`src/rtl/line_read_sched.sv`:
```
// line_read_sched: read-side sequencer for the camera line buffer.
// Arms the buffer on a start request, issues H_ACT read strobes per line under
// a two-entry credit, and re-presents pixels as a ready/valid stream tagged
// with x/y coordinates and end-of-line / end-of-frame qualifiers.
module line_read_sched #(
    parameter int H_ACT   = 1280,
    parameter int V_ACT   = 720,
    parameter int TIMEOUT = 1_000_000
) (
    input  logic                     clk,
    input  logic                     rst,
    input  logic                     start,
    output logic                     lb_trig,
    input  logic                     lb_busy,
    input  logic                     lb_aquire,
    output logic                     lb_read_en,
    input  logic [15:0]              lb_data,
    output logic                     out_valid,
    input  logic                     out_ready,
    output logic [15:0]              out_data,
    output logic [$clog2(H_ACT)-1:0] out_x,
    output logic [$clog2(V_ACT)-1:0] out_y,
    output logic                     out_eol,
    output logic                     out_eof,
    output logic                     busy,
    output logic                     frame_done,
    output logic                     abort
);

    localparam int XW = $clog2(H_ACT);
    localparam int YW = $clog2(V_ACT);
    localparam int RW = $clog2(H_ACT + 1);
    localparam int LW = $clog2(V_ACT + 1);
    localparam int TW = $clog2(TIMEOUT);

    typedef enum logic [2:0] {
        IDLE,
        TRIG,
        ARM,
        WAIT_LINE,
        READ,
        DRAIN
    } state_t;

    state_t        state;
    logic [RW-1:0] rd_cnt;
    logic [LW-1:0] line_cnt;
    logic [TW-1:0] tmo_cnt;

    // inflight: a strobe was issued last cycle, so lb_data is valid now
    logic          inflight;
    logic [1:0]    skid_count;
    logic          skid_rd_ptr;
    logic          skid_wr_ptr;
    logic [15:0]   skid_mem [2];

    logic          out_fire;
    logic          out_free;
    logic          tmo_hit;
    logic          busy_lost;
    logic          flush;
    logic          last_strobe;
    logic          skid_push;
    logic          skid_pop;

    assign out_fire    = out_valid && out_ready;
    // The output register can take a new pixel when empty or being accepted.
    assign out_free    = !out_valid || out_ready;
    // Credit: the skid FIFO must be able to absorb every strobe still in flight.
    assign lb_read_en  = (state == READ) && (rd_cnt < RW'(H_ACT)) &&
                         ((2'(inflight) + skid_count) < 2'd2);
    assign last_strobe = lb_read_en && (rd_cnt == RW'(H_ACT - 1));
    assign tmo_hit     = ((state == ARM) || (state == WAIT_LINE)) &&
                         (tmo_cnt == TW'(TIMEOUT - 1));
    // Every line of the frame is still owed while in WAIT_LINE/READ.
    assign busy_lost   = ((state == WAIT_LINE) || (state == READ)) && !lb_busy;
    assign flush       = tmo_hit || busy_lost;
    // Returning data bypasses the FIFO only when nothing older is queued.
    assign skid_pop    = out_free && (skid_count != 2'd0);
    assign skid_push   = inflight && !(out_free && (skid_count == 2'd0));

    assign busy        = (state != IDLE);
    assign out_eol     = out_valid && (out_x == XW'(H_ACT - 1));
    assign out_eof     = out_eol && (out_y == YW'(V_ACT - 1));

    // Frame sequencer: state, per-line/frame counters, timeout and status pulses.
    always_ff @(posedge clk or posedge rst) begin
        if (rst) begin
            state      <= IDLE;
            lb_trig    <= 1'b0;
            frame_done <= 1'b0;
            abort      <= 1'b0;
            rd_cnt     <= '0;
            line_cnt   <= '0;
            tmo_cnt    <= '0;
        end else begin
            // NOTE: non-blocking assignments throughout; the defaults below
            // are overridden later in the same block, which makes every
            // status output a clean one-cycle pulse.
            lb_trig    <= 1'b0;
            frame_done <= 1'b0;
            abort      <= 1'b0;
            tmo_cnt    <= '0;
            case (state)
                IDLE: begin
                    rd_cnt   <= '0;
                    line_cnt <= '0;
                    if (start) begin
                        state   <= TRIG;
                        lb_trig <= 1'b1;
                    end
                end
                TRIG: begin
                    state <= ARM;
                end
                ARM: begin
                    if (tmo_hit) begin
                        abort <= 1'b1;
                        state <= IDLE;
                    end else if (lb_busy) begin
                        state <= WAIT_LINE;
                    end else begin
                        tmo_cnt <= tmo_cnt + 1'b1;
                    end
                end
                WAIT_LINE: begin
                    if (flush) begin
                        abort <= 1'b1;
                        state <= IDLE;
                    end else if (lb_aquire) begin
                        rd_cnt <= '0;
                        state  <= READ;
                    end else begin
                        tmo_cnt <= tmo_cnt + 1'b1;
                    end
                end
                READ: begin
                    if (busy_lost) begin
                        abort <= 1'b1;
                        state <= IDLE;
                    end else if (lb_read_en) begin
                        rd_cnt <= rd_cnt + 1'b1;
                        if (last_strobe) begin
                            line_cnt <= line_cnt + 1'b1;
                            state    <= (line_cnt == LW'(V_ACT - 1)) ? DRAIN : WAIT_LINE;
                        end
                    end
                end
                DRAIN: begin
                    if (out_fire && out_eof) begin
                        frame_done <= 1'b1;
                        state      <= IDLE;
                    end
                end
                default: begin
                    state <= IDLE;
                end
            endcase
        end
    end

    // Pixel path: in-flight tracking, skid FIFO occupancy and the output register.
    always_ff @(posedge clk or posedge rst) begin
        if (rst) begin
            inflight    <= 1'b0;
            skid_count  <= 2'd0;
            skid_rd_ptr <= 1'b0;
            skid_wr_ptr <= 1'b0;
            out_valid   <= 1'b0;
            out_data    <= '0;
        end else if (flush) begin
            inflight    <= 1'b0;
            skid_count  <= 2'd0;
            skid_rd_ptr <= 1'b0;
            skid_wr_ptr <= 1'b0;
            out_valid   <= 1'b0;
        end else begin
            inflight <= lb_read_en;
            if (out_free) begin
                if (skid_count != 2'd0) begin
                    out_valid <= 1'b1;
                    out_data  <= skid_mem[skid_rd_ptr];
                end else if (inflight) begin
                    out_valid <= 1'b1;
                    out_data  <= lb_data;
                end else begin
                    out_valid <= 1'b0;
                end
            end
            if (skid_pop) begin
                skid_rd_ptr <= ~skid_rd_ptr;
            end
            if (skid_push) begin
                skid_wr_ptr <= ~skid_wr_ptr;
            end
            skid_count <= skid_count + 2'(skid_push) - 2'(skid_pop);
        end
    end

    // Skid storage write port.
    // NOTE: the storage array has no reset; skid_count alone decides which
    // entries are meaningful, so resetting the data would only add logic.
    always_ff @(posedge clk) begin
        if (skid_push) begin
            skid_mem[skid_wr_ptr] <= lb_data;
        end
    end

    // Output coordinates: advance per accepted pixel, cleared whenever idle.
    always_ff @(posedge clk or posedge rst) begin
        if (rst) begin
            out_x <= '0;
            out_y <= '0;
        end else if ((state == IDLE) || flush) begin
            out_x <= '0;
            out_y <= '0;
        end else if (out_fire) begin
            if (out_x == XW'(H_ACT - 1)) begin
                out_x <= '0;
                out_y <= (out_y == YW'(V_ACT - 1)) ? '0 : out_y + 1'b1;
            end else begin
                out_x <= out_x + 1'b1;
            end
        end
    end

endmodule

```
`config.mk`:
```
export PLATFORM = sky130hd
export DESIGN_NAME = line_read_sched
export DESIGN_NICKNAME = d
export VERILOG_FILES = /design/src/rtl/line_read_sched.sv
export SDC_FILE = /design/constraint.sdc
export NUM_CORES = 1
export LEC_CHECK = 0
export CAP_MARGIN = 20
export CORE_AREA = 8 8 117 119
export CTS_BUF_LIST = sky130_fd_sc_hd__clkbuf_4 sky130_fd_sc_hd__clkbuf_8
export CTS_CLUSTER_DIAMETER = 30
export DETAILED_ROUTE_END_ITERATION = 10
export DIE_AREA = 0 0 125 127
export HOLD_SLACK_MARGIN = 0.1
export PLACE_DENSITY = 0.73
export SLEW_MARGIN = 20
export SYNTH_ARGS = -nofsm -noshare
export SYNTH_HDL_FRONTEND = slang
export SYNTH_SLANG_ARGS = --single-unit
```
`constraint.sdc`:
```
create_clock -name clk -period 3.15 [get_ports clk]
set_input_delay 0.4725 -clock clk [delete_from_list [all_inputs] [get_ports clk]]
set_output_delay 0.4725 -clock clk [all_outputs]
set_load 0.01 [all_outputs]
```
==> impl_metrics.csv <==
group,metric,value,unit
setup_path,cpMostUsedCell,"and3_1",
logic_synthesis,netlist_area,5990,um^2
final_layout,stdcell_area,7240,um^2
sta,rsz0062_at_grt,"false",
global_route,gr-total-overflow,0,
logic_synthesis,synthMuxAreaShare,7.40,%
logic_synthesis,synthSimpleGateAreaFrac,20.5,%
job,maxCapViolations,0,
final_layout,drive_above_1_share,11.9,%
logic_synthesis,synth_flop_cell,"dfrtp_1",
final_layout,synthToLayoutAreaGrowth,20.9,%
global_route,grt_pass1_wl,22.4,mm
place,placed_area,6850,um^2
die,coreArea,11800,um^2
setup_path,timing.rr.start,"tmo_cnt[11]",
global_route,grt_pass1_vias,4572,
sta,max_freq,0.336,GHz
power,ir_worst_vdd,0.000294,V
setup_path,timing.critical_path.required,2.68,ns
clock_network,h-tree-depth,4,
final_layout,final_common_cell,"dfrtp_1",
setup_path,cp_cell_sequence,"ha_1 -> and3_1 -> and4_1 -> and3_1 -> clkdlybuf4s50_1",
sta,setup_viol,0,
power,power.density,714,nW/um^2
sta,post-route-min-period,2.98,ns
setup_path,path_class,"flip-flop to output port",
logic_synthesis,avgSynthCellArea,10.6,um^2
die,rows,40,
setup_path,worstSetupEndpointType,"output port",
logic_synthesis,async_reset_ff_share,73.8,%
drt,firstDrtPassIters,5,
hold_path,hold_class,"input pin to asynchronous set/reset pin",
logic_synthesis,yosys.area.top_type,"dfrtp_1",
logic_synthesis,ys.warnings.count,0,
logic_synthesis,syn-num-nets,594,
drt,drt_iter0_drc,392,
setup_path,worstReg2RegEnd,"out_data[0]",
setup_path,slowest_stage,"clkdlybuf4s50_1",
setup_path,cp_max_fo,9,
final_layout,nNetsFinal,670,
drt,post_drt_via_cell_ratio,5.82,
place,dp.final_hpwl,9.50,mm
final_layout,antenna_cells,0,
logic_synthesis,syn_inst,565,
die,io_pins,67,
global_route,antenna_found_initial,0,
clock_network,cts_tree,"built",
logic_synthesis,ys_seq_area_share,53.6,%
sta,final-max-slew-violation-count,0,
clock_network,cts-buffers-inserted,17,
sta,finalSetupTns,0,ns
power,power.leakage,2.90,nW
logic_synthesis,synth_top_cells_by_area,"dfrtp_1 38%, edfxtp_1 16%, mux2i_1 4.0%",
clock_network,clkLatencyLatePin,0.45,ns
die,dieArea,15900,um^2
setup_path,cp.arrival,2.51,ns
global_route,grt_max_degree,48,
sta,finalHoldViolCount,0,
place,routabilityCongestion,0.865,
drt,postRouteAntennaNets,0,
setup_path,startpoint_type,"flip-flop",
sta,worst_pin_slew,0.976,ns
clock_network,cts.path.max_buffers,2,
final_layout,final_cell_mix,"90 x dfrtp_1, 66 x clkdlybuf4s50_1, 52 x nand2_1",
drt,drc,0,
clock_network,cts.sinks,122,
clock_network,clk_pin_slew,0.07,ns
setup_path,worstRegToRegCells,5,
global_route,track_usage,17.5,%
setup_path,r2r_setup_slack,0.59,ns
run_status,status,"finished clean",
logic_synthesis,synthAdderAreaFrac,1.46,%
die,dieWidth,125,um
logic_synthesis,synthXorXnorAreaFrac,3.66,%
sta,hold_ws,0.348,ns
final_layout,final_util,61.3,%
place,io_buffers,66,
die,initial_core_util,50.7,%
clock_network,cts_setup_buffers,0,
sta,period_share,94.6,%
sta,skew,0.0103,ns
logic_synthesis,ys_ff_latch,122,
logic_synthesis,synth_edf_count,32,
die,die_h,127,um
setup_path,max_stage_delay,0.55,ns
clock_network,cts_root_buf,"clkbuf_8",
logic_synthesis,synth_compound_area_share,10.8,%
logic_synthesis,synth_top_area_share,37.6,%
drt,wl_per_cell,16.8,um
drt,num_vias,4663,
logic_synthesis,synth_top_family_by_area,"simple AND/OR/NAND/NOR gates",
sta,timing.slew.headroom,34.9,%
drt,wirelength,13.5,mm
logic_synthesis,ys_types,60,
[synthesized netlist by cell type (all sizes together), types with 3 or more instances]
library cell  count
dfrtp            90
nand2            52
clkbuf           14
o21ai            43
edfxtp           32
ha                7
a211oi            4
xor2             10
a21oi            31
nor2             48
or3               6
nor3             13
and3b             3
nor2b             5
a31oi             7
a21o              3
nor4              6
and2              5
or4               5
mux2             18
o31ai             3
nand3            31
xnor2            15
inv              13
nand3b            9
nand4            13
or3b              3
buf               8
and3             16
mux2i            24
a21boi            3
[how the worst max path moves through the flow]
| stage | startpoint | end | slack (ns) | cells past startpoint |
|---|---|---|---|---|
| CTS | out_x[0] | out_eof | 0.12 | 5 |
| global placement | lb_busy | line_cnt[3] | 0.61 | 7 |
| finish | out_y[0] | out_eof | 0.17 | 5 |
| global route | out_y[0] | out_eof | 0.07 | 5 |
| floorplan | rst | abort | 0.34 | 1 |
| detailed placement | out_ready | out_y[6] | 0.54 | 6 |
[final cells by class]
cell class	instances	area [um^2]
multi-input combinational	408	2630
inverter	13	50.0
tap	147	184
fill	1006	4570
clock buffer	19	249
timing repair buffer	79	771
sequential	122	3210
clock inverter	13	144
[per-stage QoR]
step | setup WS (ns) | cells | total power, mW
after floorplan | 0.342 | 565 | 3.19
after global placement | 0.611 | 769 | 3.78
after detailed placement | 0.544 | 769 | 3.85
after CTS | 0.116 | 801 | 5.23
after global routing | 0.0723 | 801 | 5.46
final | 0.170 | 801 | 5.17
[layer usage]
metal	part of all wire, %	global-route usage, %
met5	0	0
met4	1.8	8.45
met3	5.3	4.91
met2	50	29.0
met1	43	20.7
[kinds of logic (layout without fill, tap and decap cells)]
kind of cell / count (synthesis) / count (layout)
AOI/OAI and AO/OA: 107 / 107
xor gates and xnor gates: 25 / 25
adders and majority gates: 7 / 7
DFF: 122 / 122
and+or+nand+nor: 227 / 227
muxes: 42 / 42
buffers and inverters: 35 / 124
[power by group]
group          total (mW)  internal [mW]  leakage [nW]  switching [mW]
logic                1.71          0.837          1.20           0.877
clock network        1.37          0.727         0.202           0.645
registers            2.08           1.83          1.50           0.250
[critical path, delay by kind of cell (launching register included)]
kind                       cells  cell delay [ns]
adders and majority gates      1             0.18
buffers and inverters          1             0.55
and+or+nand+nor                3             0.90
DFF                            1             0.42
[sequential cells by signal, indices dropped and copies added, names as in the netlist, 2 cells and up]
register,flops
skid_mem,32
state,3
out_x,11
tmo_cnt,20
skid_count,2
line_cnt,10
out_y,10
out_data,16
rd_cnt,11
[what timing repair did]
action | 4_1_cts | 5_1_grt
gates resized for setup | 0 | 1
endpoints found under the setup margin | 0 | 1
hold buffers | 0 | 0
(Power assumes the default switching activity.)
